`config.mk`:
```
export PLATFORM = sky130hd
export DESIGN_NAME = wptr_full_prog
export DESIGN_NICKNAME = d
export VERILOG_FILES = /design/src/rtl/fifo_pkg.sv /design/src/rtl/fifo_gray2bin.sv /design/src/rtl/wptr_full_prog.sv
export SDC_FILE = /design/constraint.sdc
export NUM_CORES = 1
export LEC_CHECK = 0
export ABC_AREA = 1
export ABC_CLOCK_PERIOD_IN_PS = 3180
export BUFFER_PORTS_ARGS = -buffer_cell sky130_fd_sc_hd__buf_2
export CAP_MARGIN = 20
export CORE_ASPECT_RATIO = 2
export CORE_MARGIN = 3
export CORE_UTILIZATION = 47
export DETAILED_ROUTE_END_ITERATION = 6
export PLACE_DENSITY = 0.75
export SETUP_SLACK_MARGIN = 0.3
export SYNTH_ARGS = -nofsm -noshare
export SYNTH_HDL_FRONTEND = slang
export SYNTH_SLANG_ARGS = --single-unit
```
`constraint.sdc`:
```
create_clock -name wclk -period 3.18 [get_ports wclk]
set_input_delay 0 -clock wclk [delete_from_list [all_inputs] [get_ports wclk]]
set_output_delay 0 -clock wclk [all_outputs]
set_load 0.01 [all_outputs]
```
`src/rtl/fifo_pkg.sv`:
```
// Shared helpers for the dual-clock FIFO pointer blocks (write and read side).
// Gray helpers run at the widest legal pointer width; callers zero-extend and slice.
package fifo_pkg;

    localparam int FIFO_MAXW = 13;

    function automatic int unsigned depth_of(input int unsigned asz);
        return 32'd1 << asz;
    endfunction

    function automatic logic [FIFO_MAXW-1:0] bin2gray(input logic [FIFO_MAXW-1:0] b);
        return b ^ (b >> 1);
    endfunction

    // XOR-cascade from the MSB down, then mask to the requested width.
    function automatic logic [FIFO_MAXW-1:0] gray2bin(input logic [FIFO_MAXW-1:0] g,
                                                      input int unsigned w);
        logic [FIFO_MAXW-1:0] b;
        logic [FIFO_MAXW-1:0] mask;
        b[FIFO_MAXW-1] = g[FIFO_MAXW-1];
        for (int i = FIFO_MAXW - 2; i >= 0; i--) begin
            b[i] = b[i+1] ^ g[i];
        end
        mask = FIFO_MAXW'((64'd1 << w) - 64'd1);
        return b & mask;
    endfunction

endpackage

```
`src/rtl/fifo_gray2bin.sv`:
```
// Combinational Gray-to-binary converter, width-parametrised.
module fifo_gray2bin
    import fifo_pkg::*;
#(
    parameter int W = 5
) (
    input  logic [W-1:0] gray,
    output logic [W-1:0] bin
);

    logic [FIFO_MAXW-1:0] wide_s;

    // Widen, convert with the shared helper, then narrow back.
    always_comb begin
        wide_s = gray2bin(FIFO_MAXW'(gray), W);
        bin    = wide_s[W-1:0];
    end

endmodule

```
`src/rtl/wptr_full_prog.sv`:
```
// Write-side pointer/status block of the async FIFO: Gray write pointer, full,
// almost-full, fill level, free space, sticky overflow and high-water mark.
module wptr_full_prog
    import fifo_pkg::*;
#(
    parameter int ADDRSIZE   = 4,
    parameter int AF_DEFAULT = (1 << ADDRSIZE) - 2
) (
    input  logic                wclk,
    input  logic                wrst,
    input  logic                winc,
    input  logic [ADDRSIZE:0]   wq2_rptr,
    input  logic [ADDRSIZE:0]   af_thresh,
    input  logic                ovf_clr,
    input  logic                hwm_clr,
    output logic [ADDRSIZE-1:0] waddr,
    output logic [ADDRSIZE:0]   wptr,
    output logic                wfull,
    output logic                walmost_full,
    output logic [ADDRSIZE:0]   wlevel,
    output logic [ADDRSIZE:0]   wfree,
    output logic                wovf,
    output logic [ADDRSIZE:0]   whwm
);

    localparam int AW1 = ADDRSIZE + 1;
    localparam logic [AW1-1:0] DEPTH_W = AW1'(depth_of(ADDRSIZE));
    localparam logic [AW1-1:0] AF_W    = AW1'(AF_DEFAULT);

    if (ADDRSIZE < 2 || ADDRSIZE > 12) begin : g_bad_addrsize
        $error("wptr_full_prog: ADDRSIZE must be in 2..12");
    end

    logic [AW1-1:0] wbin_q, wbin_d;
    logic [AW1-1:0] wptr_q, wptr_d;
    logic           wfull_q, wfull_d;
    logic           waf_q, waf_d;
    logic [AW1-1:0] wlevel_q, wlevel_d;
    logic [AW1-1:0] wfree_q, wfree_d;
    logic           wovf_q, wovf_d;
    logic [AW1-1:0] whwm_q, whwm_d;

    logic [AW1-1:0]       rbin_s;
    logic                 wen_s;
    logic [AW1-1:0]       diff_s;
    logic [AW1-1:0]       lvl_s;
    logic [AW1-1:0]       thr_s;
    logic [FIFO_MAXW-1:0] gray_wide_s;

    fifo_gray2bin #(.W(AW1)) u_rptr_g2b (
        .gray (wq2_rptr),
        .bin  (rbin_s)
    );

    // Next-state computation for pointer, level and status flags.
    always_comb begin
        wen_s       = winc & ~wfull_q;
        wbin_d      = wbin_q + {{ADDRSIZE{1'b0}}, wen_s};
        gray_wide_s = bin2gray(FIFO_MAXW'(wbin_d));
        wptr_d      = gray_wide_s[AW1-1:0];

        // Level only ever overstates occupancy since the read pointer lags.
        diff_s = wbin_d - rbin_s;
        if (diff_s > DEPTH_W) begin
            lvl_s = DEPTH_W;
        end else begin
            lvl_s = diff_s;
        end

        if (af_thresh == {AW1{1'b0}}) begin
            thr_s = AF_W;
        end else if (af_thresh > DEPTH_W) begin
            thr_s = DEPTH_W;
        end else begin
            thr_s = af_thresh;
        end

        wlevel_d = lvl_s;
        wfree_d  = DEPTH_W - lvl_s;
        wfull_d  = (lvl_s == DEPTH_W);
        waf_d    = (lvl_s >= thr_s);

        // A blocked write outranks a simultaneous clear.
        if (winc & wfull_q) begin
            wovf_d = 1'b1;
        end else if (ovf_clr) begin
            wovf_d = 1'b0;
        end else begin
            wovf_d = wovf_q;
        end

        // Reload with the current level so a full FIFO keeps reporting DEPTH.
        if (hwm_clr) begin
            whwm_d = lvl_s;
        end else if (lvl_s > whwm_q) begin
            whwm_d = lvl_s;
        end else begin
            whwm_d = whwm_q;
        end
    end

    // State registers, asynchronously reset.
    always_ff @(posedge wclk or posedge wrst) begin
        if (wrst) begin
            wbin_q   <= {AW1{1'b0}};
            wptr_q   <= {AW1{1'b0}};
            wfull_q  <= 1'b0;
            waf_q    <= 1'b0;
            wlevel_q <= {AW1{1'b0}};
            wfree_q  <= DEPTH_W;
            wovf_q   <= 1'b0;
            whwm_q   <= {AW1{1'b0}};
        end else begin
            wbin_q   <= wbin_d;
            wptr_q   <= wptr_d;
            wfull_q  <= wfull_d;
            waf_q    <= waf_d;
            wlevel_q <= wlevel_d;
            wfree_q  <= wfree_d;
            wovf_q   <= wovf_d;
            whwm_q   <= whwm_d;
        end
    end

    assign waddr        = wbin_q[ADDRSIZE-1:0];
    assign wptr         = wptr_q;
    assign wfull        = wfull_q;
    assign walmost_full = waf_q;
    assign wlevel       = wlevel_q;
    assign wfree        = wfree_q;
    assign wovf         = wovf_q;
    assign whwm         = whwm_q;

endmodule
```
==> results.md <==
* YS warnings at 0
* Remaining DRCs at 0
* Most used routing layer: met2
* Vias in the first global route at 1416
* Syn-to-layout area delta at 46.5%
* Largest family of logic cells by synthesized area: simple AND/OR/NAND/NOR gates
* XOR/XNOR Fraction of Synth Area at 6.53%
* Grt total ovfl at 0
* Max-slew violations at 0
* Global Route met2 Usage at 39.1%
* Final core occ at 73.0%
* Nature of the critical path startpoint: flop
* Routed Antenna Nets at 0
* Crit path DAT at 3.27 ns
* Post-synthesis compound-gate area fraction at 4.90%
* Die extent in y at 88.7 um
* Post-Layout Inst Area at 0.00236 mm2
* R2r worst-path depth at 23
* H-tree levels at 1
* Final min period at 3.05 ns
* Worst Tran Pin Value at 0.361 ns
* Post-Synth Adder-Cell Area at 13.7%
* Mapped Area at 0.00161 mm2
* Initial antenna violation count at 0
* GRT Overall Usage at 19.7%
* I/O Buffers at 41
* Vias per cell at 5.01
* NumNets Final at 274
* Outcome: finished, final reports clean
* Clock transition at path regs at 0.09 ns
* Global-route wire length before repair at 5.91 mm
* CORE AREA at 0.00323 mm2
* WHS Endpoint: whwm[4]
* Fmax at 0.328 GHz
* Initial drt markers at 8
* Routed vias at 1363
* Ant diodes at 0
* GR met3 Demand/Resource at 1.83%
* Min-Delay Path Depth at 4
* Setup violators final at 0
* # rows at 29
* Die area at 0.00420 mm2
* Placed inst area at 0.00209 mm2
* Largest net degree at the start of global routing at 27
* Reg-to-reg slack, setup at 0.13 ns
* Share of layout cells above drive strength 1 at 50.2%
* Seq/Total Area, Yosys at 40.5%
* Period utilization at 96.0%
* Crit Path Class: flop to flop
* FF-to-FF Start: wfull
* Post-Syn Nets at 208
* Num CTS Buffers at 3
* FILL cells at 236
* Min-Delay Startpoint: hwm_clr
* CTS root buf: clkbuf_8
* Distinct cells, synth at 29
* RR Endpoint: whwm[2]
* Skew final at 0.00168 ns
* I/O pin count at 42
* Clk sink count at 26
* Initial core utilization at 49.8%
* RSZ-0062 raised after global routing: true
* Crit. End Element: flop
* Clk_lat worst skew at 0.28 ns
* Wire per inst at 13.5 um
* Worst EP required at 3.40 ns
* Longest Clk Path Bufs at 2
* DRT Pass-1 Iters at 4
* Yosys reg bits at 26
* Final Hold Fails at 0
* Average size of a mapped cell at 9.14 um2
* Critical path peak fanout at 6
* Worst rel slew slack at 75.7%
* Final wirelength at 3.67 mm
* Mapped Cells at 176
* Max cap viols at 0
* Post-synthesis mux area share at 0%
* Hold WC Path Type: input port to flop
* Met1 GRT Util at 18.3%
* Die X at 47.4 um
* Routability Congestion at 0.815
* Synth Area in Simple Gates at 26.0%
* CTS tree: done
* DPL Wire Length at 2.86 mm
==> how the worst max path moves through the flow <==
stage               cells after the start      end        start
finish                                 23  whwm[2]        wfull
global route                           24  whwm[3]        wfull
CTS                                    23  whwm[2]        wfull
detailed placement                     29  whwm[2]  wq2_rptr[4]
global placement                       29  whwm[3]  wq2_rptr[4]
floorplan                              22  whwm[1]        wfull
==> routing by layer <==
metal | share of wire [%] | wire [um]
met1 | 34 | 1240
met5 | 0 | 0
met3 | 2.3 | 84
met2 | 63 | 2300
met4 | 1.3 | 48
==> critical path, cell delays in order, from the launching register on <==
cell     delay [ns]
dfrtp_1        0.41
nor2_4         0.15
ha_4           0.20
xor2_4         0.18
inv_2          0.06
fa_2           0.37
inv_2          0.09
nand4_4        0.10
nand3_4        0.10
nand2_4        0.07
inv_6          0.08
nand2_2        0.05
nand2_2        0.07
inv_2          0.05
ha_4           0.25
and3_4         0.19
nand4_1        0.10
nand2_1        0.09
inv_1          0.04
nand2_2        0.06
nand2_4        0.07
nand2_4        0.10
nand2_2        0.06
nand2_1        0.06
==> cell usage after synthesis (all sizes together) <==
master / number / area share, %
xnor2: 3 / 1.6
dfrtp: 25 / 39
nand4: 5 / 3.1
ha: 16 / 12
buf: 1 / 0.47
nand2: 43 / 14
nor4: 1 / 0.39
and3: 1 / 0.39
nand3b: 1 / 0.47
nor2: 7 / 2.3
fa: 1 / 1.2
xor2: 9 / 4.9
o31ai: 1 / 0.47
o21ai: 8 / 2.7
a21oi: 4 / 1.2
inv: 34 / 7.9
nand3: 14 / 5.4
dfstp: 1 / 1.6
a21o: 1 / 0.47
==> through the flow <==
stage	hold WS, ns	std cells	setup TNS (ns)	setup WS, ns
2_1_floorplan	0.0393	176	0	0.159
3_3_place_gp	0.189	257	0	0.0171
3_5_place_dp	0.209	257	-0.0182	-0.00657
4_1_cts	0.0761	270	0	0.0807
5_1_grt	0.110	272	-0.254	-0.0585
6_report	0.0731	272	0	0.127
==> layout by cell type (no fill, tap or decap), types with 3 or more instances in the layout <==
master	n
buf_2	41
inv_1	26
dfrtp_1	24
nand2_1	22
buf_4	16
nand2_2	15
nand3_1	11
ha_4	8
ha_1	8
xor2_1	7
inv_2	6
nand2_4	6
o21ai_0	4
nor2_1	4
a21oi_1	3
nor2_4	3
clkbuf_8	3
dlygate4sd3_1	3
==> what timing repair did <==
action | 4_1_cts | 5_1_grt
setup buffers | 6 | 1
resized for setup | 8 | 7
setup endpoints to repair | 6 | 7
hold buffers | 3 | 0
endpoints found under the hold margin | 26 | 0
pin swaps | 14 | 7
==> cell type report <==
| type | count | area, um2 | area share (%) |
|---|---|---|---|
| Multi-Input combinational cell | 115 | 1060 | 44.8 |
| Sequential cell | 26 | 653 | 27.7 |
| Timing Repair Buffer | 62 | 403 | 17.1 |
| Inverter | 34 | 135 | 5.73 |
| Clock buffer | 3 | 41.3 | 1.75 |
| Tap cell | 31 | 38.8 | 1.65 |
| Clock inverter | 1 | 30.0 | 1.27 |
==> state kept, by name (all words and copies together) (netlist names) <==
register and flops:
wfree 5, whwm 5, wfull 1, wlevel 4, wbin_q 5, wptr 4, wovf 1, walmost_full 1
==> logic make-up after synthesis <==
kind of cell | after synthesis
buffers and inverters | 35
AND/OR/NAND/NOR | 72
XOR/XNOR | 12
adder cells (fa/ha/maj) | 17
flip-flops | 26
AO/OA/AOI/OAI | 14
Power is left out: the tool's default activity adds up to more than one toggle a clock period on the data nets, which glitch-free logic cannot reach.
